===== config.mk =====
export PLATFORM = sky130hd
export DESIGN_NAME = axil_char_writer_flat
export DESIGN_NICKNAME = d
export VERILOG_FILES = /design/src/rtl/uart_pkg.sv /design/src/rtl/axil_char_writer_if.sv /design/src/rtl/axil_char_writer_sync_fifo.sv /design/src/rtl/axil_char_writer.sv /design/src/flat_wrapper.sv
export SDC_FILE = /design/constraint.sdc
export NUM_CORES = 1
export LEC_CHECK = 0
export BUFFER_PORTS_ARGS = -buffer_cell sky130_fd_sc_hd__buf_2
export CAP_MARGIN = 25
export CORE_UTILIZATION = 51
export CTS_BUF_LIST = sky130_fd_sc_hd__clkbuf_2
export DETAILED_ROUTE_END_ITERATION = 10
export PLACE_DENSITY = 0.83
export REMOVE_ABC_BUFFERS = 1
export SLEW_MARGIN = 0
export SYNTH_ARGS = -nofsm -noshare
export SYNTH_HDL_FRONTEND = slang
export SYNTH_SLANG_ARGS = --single-unit

===== constraint.sdc =====
create_clock -name clk -period 3.1 [get_ports clk]
set_input_delay 0.31 -clock clk [delete_from_list [all_inputs] [get_ports clk]]
set_output_delay 0.31 -clock clk [all_outputs]
set_load 0.02 [all_outputs]

===== src/rtl/uart_pkg.sv =====
// Shared constants and types for the console feeder and the UART mock slave.
package uart_pkg;

  localparam logic [31:0] UART_TX_OFFSET = 32'h0000_0004;

  localparam logic [1:0] RESP_OKAY   = 2'b00;
  localparam logic [1:0] RESP_SLVERR = 2'b10;
  localparam logic [1:0] RESP_DECERR = 2'b11;

  typedef enum logic [1:0] {IDLE, SEND, WAIT_B} char_wr_state_t;

  function automatic logic resp_is_err(input logic [1:0] resp);
    return resp != RESP_OKAY;
  endfunction

endpackage


===== src/rtl/axil_char_writer_if.sv =====
// AXI-Lite bus bundle shared by the console feeder (master) and the UART slave.
// Every channel transfers on the rising edge where its valid and ready are both
// high; a valid, once raised, is held with stable payload until that edge.
interface AXI_LITE;
  logic        aw_valid;
  logic        aw_ready;
  logic [31:0] aw_addr;
  logic [2:0]  aw_prot;
  logic        w_valid;
  logic        w_ready;
  logic [31:0] w_data;
  logic [3:0]  w_strb;
  logic        b_valid;
  logic        b_ready;
  logic [1:0]  b_resp;
  logic        ar_valid;
  logic        ar_ready;
  logic [31:0] ar_addr;
  logic [2:0]  ar_prot;
  logic        r_valid;
  logic        r_ready;
  logic [31:0] r_data;
  logic [1:0]  r_resp;

  modport Master (
    output aw_valid, aw_addr, aw_prot, w_valid, w_data, w_strb, b_ready,
           ar_valid, ar_addr, ar_prot, r_ready,
    input  aw_ready, w_ready, b_valid, b_resp, ar_ready, r_valid, r_data, r_resp
  );

  modport Slave (
    input  aw_valid, aw_addr, aw_prot, w_valid, w_data, w_strb, b_ready,
           ar_valid, ar_addr, ar_prot, r_ready,
    output aw_ready, w_ready, b_valid, b_resp, ar_ready, r_valid, r_data, r_resp
  );
endinterface


===== src/rtl/axil_char_writer_sync_fifo.sv =====
// Single-clock FIFO; read data is the current head, shown combinationally.
module sync_fifo #(
  parameter int WIDTH = 8,
  parameter int DEPTH = 8
) (
  input  logic             clk,
  input  logic             rst_n,
  input  logic             push,
  input  logic             pop,
  input  logic [WIDTH-1:0] wdata,
  output logic [WIDTH-1:0] rdata,
  output logic             full,
  output logic             empty
);
  localparam int AW = $clog2(DEPTH);

  logic [WIDTH-1:0] mem_q [DEPTH];
  // Pointers carry one extra MSB so full and empty are distinguishable.
  logic [AW:0]      wr_ptr_q, wr_ptr_d;
  logic [AW:0]      rd_ptr_q, rd_ptr_d;
  logic             do_push, do_pop;

  assign empty   = (wr_ptr_q == rd_ptr_q);
  assign full    = (wr_ptr_q[AW] != rd_ptr_q[AW]) &&
                   (wr_ptr_q[AW-1:0] == rd_ptr_q[AW-1:0]);
  assign do_push = push && !full;
  assign do_pop  = pop && !empty;
  assign rdata   = mem_q[rd_ptr_q[AW-1:0]];

  always_comb begin
    wr_ptr_d = wr_ptr_q;
    rd_ptr_d = rd_ptr_q;
    if (do_push) wr_ptr_d = wr_ptr_q + 1'b1;
    if (do_pop)  rd_ptr_d = rd_ptr_q + 1'b1;
  end

  always_ff @(posedge clk or negedge rst_n) begin
    if (!rst_n) begin
      wr_ptr_q <= '0;
      rd_ptr_q <= '0;
    end else begin
      wr_ptr_q <= wr_ptr_d;
      rd_ptr_q <= rd_ptr_d;
    end
  end

  always_ff @(posedge clk) begin
    if (do_push) mem_q[wr_ptr_q[AW-1:0]] <= wdata;
  end

endmodule


===== src/rtl/axil_char_writer.sv =====
// Console feeder: buffers core bytes and writes each one to the UART TX data
// register as a single AXI-Lite write, one transaction outstanding at a time.
module axil_char_writer
  import uart_pkg::*;
#(
  parameter int          FIFO_DEPTH = 8,
  parameter logic [31:0] UART_BASE  = 32'h0000_0000,
  parameter logic [31:0] TX_OFFSET  = UART_TX_OFFSET,
  parameter int          ERR_W      = 8
) (
  input  logic             clk,
  input  logic             rst_n,
  input  logic             char_valid,
  output logic             char_ready,
  input  logic [7:0]       char_data,
  AXI_LITE.Master          axi,
  output logic             busy,
  output logic [ERR_W-1:0] err_count,
  output char_wr_state_t   dbg_state
);
  localparam logic [31:0] TX_ADDR = UART_BASE + TX_OFFSET;

  char_wr_state_t   state_q, state_d;
  logic [7:0]       tx_byte_q, tx_byte_d;
  logic             aw_pend_q, aw_pend_d;
  logic             w_pend_q, w_pend_d;
  logic [ERR_W-1:0] err_q, err_d;

  logic       fifo_full, fifo_empty, fifo_pop;
  logic [7:0] fifo_rdata;

  sync_fifo #(.WIDTH(8), .DEPTH(FIFO_DEPTH)) u_fifo (
    .clk   (clk),
    .rst_n (rst_n),
    .push  (char_valid),
    .pop   (fifo_pop),
    .wdata (char_data),
    .rdata (fifo_rdata),
    .full  (fifo_full),
    .empty (fifo_empty)
  );

  always_comb begin
    state_d   = state_q;
    tx_byte_d = tx_byte_q;
    aw_pend_d = aw_pend_q;
    w_pend_d  = w_pend_q;
    err_d     = err_q;
    fifo_pop  = 1'b0;
    case (state_q)
      IDLE: begin
        if (!fifo_empty) begin
          fifo_pop  = 1'b1;
          tx_byte_d = fifo_rdata;
          aw_pend_d = 1'b1;
          w_pend_d  = 1'b1;
          state_d   = SEND;
        end
      end
      SEND: begin
        // The two address/data channels retire independently; leave once both are done.
        aw_pend_d = aw_pend_q && !axi.aw_ready;
        w_pend_d  = w_pend_q && !axi.w_ready;
        if (!aw_pend_d && !w_pend_d) state_d = WAIT_B;
      end
      WAIT_B: begin
        if (axi.b_valid) begin
          if (resp_is_err(axi.b_resp) && (err_q != {ERR_W{1'b1}})) err_d = err_q + 1'b1;
          state_d = IDLE;
        end
      end
      default: state_d = IDLE;
    endcase
  end

  always_ff @(posedge clk or negedge rst_n) begin
    if (!rst_n) begin
      state_q   <= IDLE;
      tx_byte_q <= '0;
      aw_pend_q <= 1'b0;
      w_pend_q  <= 1'b0;
      err_q     <= '0;
    end else begin
      state_q   <= state_d;
      tx_byte_q <= tx_byte_d;
      aw_pend_q <= aw_pend_d;
      w_pend_q  <= w_pend_d;
      err_q     <= err_d;
    end
  end

  assign char_ready   = !fifo_full;
  assign busy         = (state_q != IDLE) || !fifo_empty;
  assign err_count    = err_q;
  assign dbg_state    = state_q;

  assign axi.aw_valid = (state_q == SEND) && aw_pend_q;
  assign axi.aw_addr  = TX_ADDR;
  assign axi.aw_prot  = 3'b000;
  assign axi.w_valid  = (state_q == SEND) && w_pend_q;
  assign axi.w_data   = {24'h0, tx_byte_q};
  assign axi.w_strb   = 4'b0001;
  assign axi.b_ready  = (state_q == WAIT_B);

  // Console path is write-only.
  assign axi.ar_valid = 1'b0;
  assign axi.ar_addr  = '0;
  assign axi.ar_prot  = 3'b000;
  assign axi.r_ready  = 1'b0;

  logic unused_rd;
  assign unused_rd = ^{axi.ar_ready, axi.r_valid, axi.r_data, axi.r_resp};

endmodule

===== src/flat_wrapper.sv =====
// flat-port wrapper written by rule: the top's interface ports become plain ports
module axil_char_writer_flat import uart_pkg::*;
#(
  parameter int          FIFO_DEPTH = 8,
  parameter logic [31:0] UART_BASE  = 32'h0000_0000,
  parameter logic [31:0] TX_OFFSET  = UART_TX_OFFSET,
  parameter int          ERR_W      = 8
)
  (clk, rst_n, char_valid, char_ready, char_data, busy, err_count, dbg_state, axi_aw_valid, axi_aw_addr, axi_aw_prot, axi_w_valid, axi_w_data, axi_w_strb, axi_b_ready, axi_ar_valid, axi_ar_addr, axi_ar_prot, axi_r_ready, axi_aw_ready, axi_w_ready, axi_b_valid, axi_b_resp, axi_ar_ready, axi_r_valid, axi_r_data, axi_r_resp);
  AXI_LITE axi_i ();
  input  logic clk;
  input  logic rst_n;
  input  logic char_valid;
  output logic char_ready;
  input  logic [7:0] char_data;
  output logic busy;
  output logic [ERR_W-1:0] err_count;
  output char_wr_state_t dbg_state;
  output wire logic [$bits(axi_i.aw_valid)-1:0] axi_aw_valid;
  output wire logic [$bits(axi_i.aw_addr)-1:0] axi_aw_addr;
  output wire logic [$bits(axi_i.aw_prot)-1:0] axi_aw_prot;
  output wire logic [$bits(axi_i.w_valid)-1:0] axi_w_valid;
  output wire logic [$bits(axi_i.w_data)-1:0] axi_w_data;
  output wire logic [$bits(axi_i.w_strb)-1:0] axi_w_strb;
  output wire logic [$bits(axi_i.b_ready)-1:0] axi_b_ready;
  output wire logic [$bits(axi_i.ar_valid)-1:0] axi_ar_valid;
  output wire logic [$bits(axi_i.ar_addr)-1:0] axi_ar_addr;
  output wire logic [$bits(axi_i.ar_prot)-1:0] axi_ar_prot;
  output wire logic [$bits(axi_i.r_ready)-1:0] axi_r_ready;
  input wire logic [$bits(axi_i.aw_ready)-1:0] axi_aw_ready;
  input wire logic [$bits(axi_i.w_ready)-1:0] axi_w_ready;
  input wire logic [$bits(axi_i.b_valid)-1:0] axi_b_valid;
  input wire logic [$bits(axi_i.b_resp)-1:0] axi_b_resp;
  input wire logic [$bits(axi_i.ar_ready)-1:0] axi_ar_ready;
  input wire logic [$bits(axi_i.r_valid)-1:0] axi_r_valid;
  input wire logic [$bits(axi_i.r_data)-1:0] axi_r_data;
  input wire logic [$bits(axi_i.r_resp)-1:0] axi_r_resp;
  assign axi_aw_valid = axi_i.aw_valid;
  assign axi_aw_addr = axi_i.aw_addr;
  assign axi_aw_prot = axi_i.aw_prot;
  assign axi_w_valid = axi_i.w_valid;
  assign axi_w_data = axi_i.w_data;
  assign axi_w_strb = axi_i.w_strb;
  assign axi_b_ready = axi_i.b_ready;
  assign axi_ar_valid = axi_i.ar_valid;
  assign axi_ar_addr = axi_i.ar_addr;
  assign axi_ar_prot = axi_i.ar_prot;
  assign axi_r_ready = axi_i.r_ready;
  assign axi_i.aw_ready = axi_aw_ready;
  assign axi_i.w_ready = axi_w_ready;
  assign axi_i.b_valid = axi_b_valid;
  assign axi_i.b_resp = axi_b_resp;
  assign axi_i.ar_ready = axi_ar_ready;
  assign axi_i.r_valid = axi_r_valid;
  assign axi_i.r_data = axi_r_data;
  assign axi_i.r_resp = axi_r_resp;
  axil_char_writer #(.FIFO_DEPTH(FIFO_DEPTH), .UART_BASE(UART_BASE), .TX_OFFSET(TX_OFFSET), .ERR_W(ERR_W)) u_core (.clk(clk), .rst_n(rst_n), .char_valid(char_valid), .char_ready(char_ready), .char_data(char_data), .axi(axi_i), .busy(busy), .err_count(err_count), .dbg_state(dbg_state));
endmodule

# ---- Word-level counts from Yosys, hierarchy flattened
# Memory sizes are Yosys's and may differ from the RTL's. A register that Yosys moved wholly into a read port is not among the register bits.
# Cells that the tools add are included.
# W data, S select, Z words.
dict set report totals {
  memories 1
  word_cells 56
  inputBits 52
  mem_bits_rw 64
  ff_bits 20
}
dict set report classes {
  n_bitwise 1
  n_eq_ne 9
  n_reduce_logical 25
  muxes 11
  n_addsub 3
}
# name depth width rd rd_clocked_by_memory_dff wr line
set mem_list {}
lappend mem_list {u_core.u_fifo.mem_q 8 8 1 1 1 axil_char_writer_sync_fifo.sv:17} ;# logic [WIDTH-1:0] mem_q [DEPTH];
# op n
set ops {}
lappend ops {{$logic_and A1 B1 Y1} 9}
lappend ops {{$add A4 B1 Y4 const B} 2}
lappend ops {{$add A8 B1 Y8 const B} 1}
lappend ops {{$ne A8 B8 Y1 const B} 1}
lappend ops {{$logic_not A1 Y1} 7}
lappend ops {{$mux W2} 3}
lappend ops {{$pmux W2 S3} 1}
lappend ops {{$reduce_and A3 Y1} 2}
lappend ops {{$reduce_bool A2 Y1} 3}
lappend ops {{$mux W1} 5}
lappend ops {{$eq A4 B4 Y1} 1}
lappend ops {{$ne A2 B1 Y1 const B} 2}
lappend ops {{$pmux W1 S2} 2}
lappend ops {{$reduce_and A2 Y1} 2}
lappend ops {{$eq A3 B3 Y1} 1}
lappend ops {{$eq A2 B1 Y1 const B} 1}
lappend ops {{$eq A2 B2 Y1 const B} 1}
lappend ops {{$logic_not A2 Y1} 1}
lappend ops {{$ne A2 B2 Y1 const B} 1}
lappend ops {{$logic_or A1 B1 Y1} 1}
lappend ops {{$ne A1 B1 Y1} 1}
lappend ops {{$not A1 Y1} 1}

# ---- Depth between registers and ports, before layout
dict set report depth {
  ltp_word 6
  ltp_mapped 6
}

# ---- Modules after synthesis
# Synthesis repeated with hierarchy kept, for this count alone.
dict set report unflattened {
  hier_cells 329
  area_unflattened_um2 4818.4
}
# mod instances area_each_um2 seq_area_each_um2 cells_each
set modules_own_cells {}
lappend modules_own_cells {sync_fifo 1 3094.2 2122.0 149}
lappend modules_own_cells {axil_char_writer 1 1724.2 500.5 180}

# ---- Least setup slack after synthesis
# Ideal clock, no wire load.
dict set report synth_path {
  path_type {reg2reg}
  startpoint {reg u_core.u_fifo.rd_ptr_q[0]}
  endpoint {mem u_core.u_fifo.mem_q[4][0] (enable)}
  setup_slack_ns 0.868
  t_required_ns 2.717
  setup_time_ns 0.383
  path_stages_with_launch 6
  arrival_time_ns 1.848
  path_cell_list {dfrtp_1 > buf_4 > xor2_2 > o41ai_4 > or2_1 > nor3_1}
}
dict set report synth_via {
  elab_chain_cells 6
}
# element line
set synth_rtl {}
lappend synth_rtl {{start: declaration} axil_char_writer_sync_fifo.sv:20} ;# logic [AW:0] rd_ptr_q, rd_ptr_d;
lappend synth_rtl {{start signal: assignment} axil_char_writer_sync_fifo.sv:43} ;# rd_ptr_q <= rd_ptr_d;
lappend synth_rtl {{$eq A3 B3 Y1} axil_char_writer_sync_fifo.sv:25} ;# (wr_ptr_q[AW-1:0] == rd_ptr_q[AW-1:0]);
lappend synth_rtl {{$logic_and A1 B1 Y1} axil_char_writer_sync_fifo.sv:24} ;# assign full = (wr_ptr_q[AW] != rd_ptr_q[AW]) &&
lappend synth_rtl {{$logic_not A1 Y1} axil_char_writer_sync_fifo.sv:26} ;# assign do_push = push && !full;
lappend synth_rtl {{$logic_and A1 B1 Y1} axil_char_writer_sync_fifo.sv:26}
lappend synth_rtl {{$mux W1} axil_char_writer_sync_fifo.sv:48} ;# if (do_push) mem_q[wr_ptr_q[AW-1:0]] <= wdata;
lappend synth_rtl {{$mux W1 (implied by the code)} axil_char_writer_sync_fifo.sv:48}
lappend synth_rtl {{end: declaration} axil_char_writer_sync_fifo.sv:17}
# Every way passes these cells.

# ---- Worst setup path in the final report
dict set report layout_path {
  startpoint {reg u_core.u_fifo.wr_ptr_q[0]}
  endpoint {mem u_core.u_fifo.mem_q[6][6] (enable)}
}
dict set report layout_via {
  elab_chain_cells 6
}
# element line
set layout_rtl {}
lappend layout_rtl {{start: declaration} axil_char_writer_sync_fifo.sv:19} ;# logic [AW:0] wr_ptr_q, wr_ptr_d;
lappend layout_rtl {{start signal: assignment} axil_char_writer_sync_fifo.sv:42} ;# wr_ptr_q <= wr_ptr_d;
lappend layout_rtl {{$eq A3 B3 Y1} axil_char_writer_sync_fifo.sv:25}
lappend layout_rtl {{$logic_and A1 B1 Y1} axil_char_writer_sync_fifo.sv:24}
lappend layout_rtl {{$logic_not A1 Y1} axil_char_writer_sync_fifo.sv:26}
lappend layout_rtl {{$logic_and A1 B1 Y1} axil_char_writer_sync_fifo.sv:26}
lappend layout_rtl {{$mux W1} axil_char_writer_sync_fifo.sv:48}
lappend layout_rtl {{$mux W1 (implied by the code)} axil_char_writer_sync_fifo.sv:48}
# Parallel ways exist; a longest one is shown, timed or not.

==> results.txt <==
Status - finished, final reports clean
Met3 Routed Length - 407 um
# rows - 34
Synth unique cells - 33
R2r setup slk - 900 ps
Area leader, netlist - edfxtp_1
Most common cell after layout, fill and taps aside - conb_1
Number of global-route vias before repair - 2,227
Setup crit start kind - register
CP top delay family - simple AND/OR/NAND/NOR gates
Hold depth - 5
Total Power - 0.00415 W
Slowest-stage cell, CP - dfrtp_1
FFs w/ async S/R, synth - 30.4%
YS warnings - 0
WP depth - 5
Max-slew violations - 0
Clock buffer depth - 2
H-tree depth - 3
Nets - 447
Mapped Cells - 324
Layout fillers - 670
Die area - 9250 um^2
Worst Setup Path Type - reg2reg
DP Worst Slack - 929 ps
Clk pwr share - 15.9%
Diodes inserted - 0
Commonest cells after routing, fill and taps aside - 100 x conb_1, 64 x edfxtp_1, 38 x buf_2
Max Used Layer - met4
Post-cts sizing count - 0
RSZ-0062 raised after global routing - false
GP Congestion - 0.775
Setup bufs post-CTS - 0
DR vias - 2,418
Clock transition at path regs - 280 ps
Peak VDD IR - 0.000440 V
P_int - 0.00251 W
Mapped Area - 4530 um^2
Worst slew margin - 54.3%
Ports - 175
DIE HEIGHT - 96.2 um
Clock Sinks - 92
Worst-skew pair later-pin latency - 560 ps
DR iter-0 viols - 81
Clock skew - 31.2 ps
Seq/Total Area, Yosys - 57.9%
Syn Area/Cell - 14.0 um^2
Initial DRT Pass Iterations - 5
Largest cells by area after synthesis - edfxtp_1 42%, buf_4 17%, dfrtp_1 15%
Critical path required time - 3410 ps
Number of synthesized flops with an enable pin - 64
WL per Instance - 14.6 um
Initial core utilization - 52.4%
Worst slew pin tran - 685 ps
GRT overflow - 0
Sw Share - 39.6%
Net Sw Power - 0.00164 W
Post-synth top area share - 42.5%
First-pass GRT wire length - 11,200 um
Leakage - 2.06 nW
Setup TNS Final - 0 ps
Flops & latches, synth - 92
CTS root buf - clkbuf_2
Part of the power in combinational logic - 41.2%
Pwr Density - 864 nW/um^2
Final ANT Viol Nets - 0
Met2 wire length - 4040 um
Arrival time worst endpoint - 2520 ps
Largest net degree at the start of global routing - 29
Area delta synth->final - 6.22%
Final number of setup-violating endpoints - 0
Final setup margin - 898 ps
CP Max Fanout - 8
Die width - 96.2 um
# placed instances - 476
Shortest period the worst path allows - 2200 ps
Predominant post-synthesis flop cell - edfxtp_1
Max_cap viols - 0
Routed WL - 7390 um
Hold Path Class - in2reg
Antenna violations before repair - 0
CTS tree - yes
Gr usage total - 17.4%
Wl on met1 - 2770 um
Layout Cells excl Fill - 505
Sequential share of power - 42.9%
DR DRC count - 0
Number of port buffers - 38
Worst path max stage delay - 580 ps
Cell chain of the critical path - xor2_2, o41ai_4, or2_1, nor2_1, buf_4
Max Fclk - 454 MHz
Critical path buffer and inverter count - 1
Layout Utilization - 55.7%
Post-DP HPWL - 5100 um
CTS buffer count - 9
CORE AREA - 8640 um^2
Final worst path period share - 71.0%
Setup crit end kind - register
Worst reg2reg path depth - 5
Via density - 4.79
Fin. Hold Viols - 0
Share of cells above drive strength 1 - 23.4%
## flip-flops by register name (all words and copies together), names as in the netlist
name	flops
u_core.u_fifo.wr_ptr_q	4
u_core.aw_pend_q	1
u_core.u_fifo.rd_ptr_q	4
u_core.w_pend_q	1
u_core.tx_byte_q	8
u_core.dbg_state	2
u_core.err_count	8
u_core.u_fifo.mem_q	64
## cells in the mapped netlist, types with 3 or more instances
cell      count
nor3_1        4
nand4_1       3
dfrtp_1      28
nand2_1      21
o21ai_0       8
buf_4       104
mux4_2       16
xnor2_1      10
mux2i_1       8
inv_1         6
edfxtp_1     64
nor2_1       12
nand2b_1      4
xor2_1        6
ha_1          3
and3_1        3
## through the flow
step / hold WS [ps] / cell area (um^2)
final: 236 / 4810
after global routing: 254 / 4810
after CTS: 206 / 4810
after detailed placement: 406 / 4530
after global placement: 383 / 4530
after floorplan: 14.4 / 4090
## routing by layer
| layer | global-route usage, % | vias to the layer above |
|---|---|---|
| met5 | 0 | - |
| met4 | 8.58 | 0 |
| met3 | 4.50 | 13 |
| met2 | 31.8 | 131 |
| met1 | 18.6 | 1202 |
| li1 | - | 1072 |
## cells by family after synthesis
group | Yosys count | synth area share (%)
buffers and inverters | 114 | 18.3
DFF | 92 | 57.9
and+or+nand+nor | 55 | 5.78
muxes | 27 | 10.5
AOI/OAI and AO/OA | 13 | 2.71
adders and majority gates | 3 | 0.830
other | 2 | 0.166
xor gates and xnor gates | 18 | 3.82
## cell type report
cell class              count  area [um^2]  area share (%)
clock inverters             7         97.6            2.03
multi-input cells         216         1440            30.0
inverters                   6         22.5           0.469
repair buffers             67          440            9.16
clock buffers               9         45.0           0.937
flip-flops and latches     92         2620            54.6
well taps                 108          135            2.81
## worst register-to-register path: cells and delay by family, from the launching register on
kind                      cells  cell delay [ps]
and+or+nand+nor               2              650
DFF                           1              580
xor gates and xnor gates      1              310
buffers and inverters         1              270
AOI/OAI and AO/OA             1              160
## repair_timing
action	CTS	global route
setup endpoints to repair	0	0
hold endpoints to repair	94	0
hold buffers	13	0
## power by group through the flow
stage / sequential [W] / combinational [W] / clock [W]
finish: 0.00178 / 0.00171 / 0.000661
global route: 0.00181 / 0.00186 / 0.000720
CTS: 0.00178 / 0.00173 / 0.000676
detailed placement: 0.00181 / 0.00171 / 0
global placement: 0.00179 / 0.00165 / 0
floorplan: 0.00199 / 0.000996 / 0
## path summary, 6_finish.rpt
path / start / end
setup / recovery: u_core.u_fifo.wr_ptr_q[0] / u_core.u_fifo.mem_q[6][6]
hold / removal: axi_b_resp[0] / u_core.err_count[4]
setup reg to reg: u_core.u_fifo.wr_ptr_q[0] / u_core.u_fifo.mem_q[6][6]
hold reg to reg: u_core.err_count[7] / u_core.err_count[7]
max in group asynchronous: rst_n / u_core.tx_byte_q[4]
min in group asynchronous: rst_n / u_core.tx_byte_q[3]
Power figures use the tool's default switching activity.
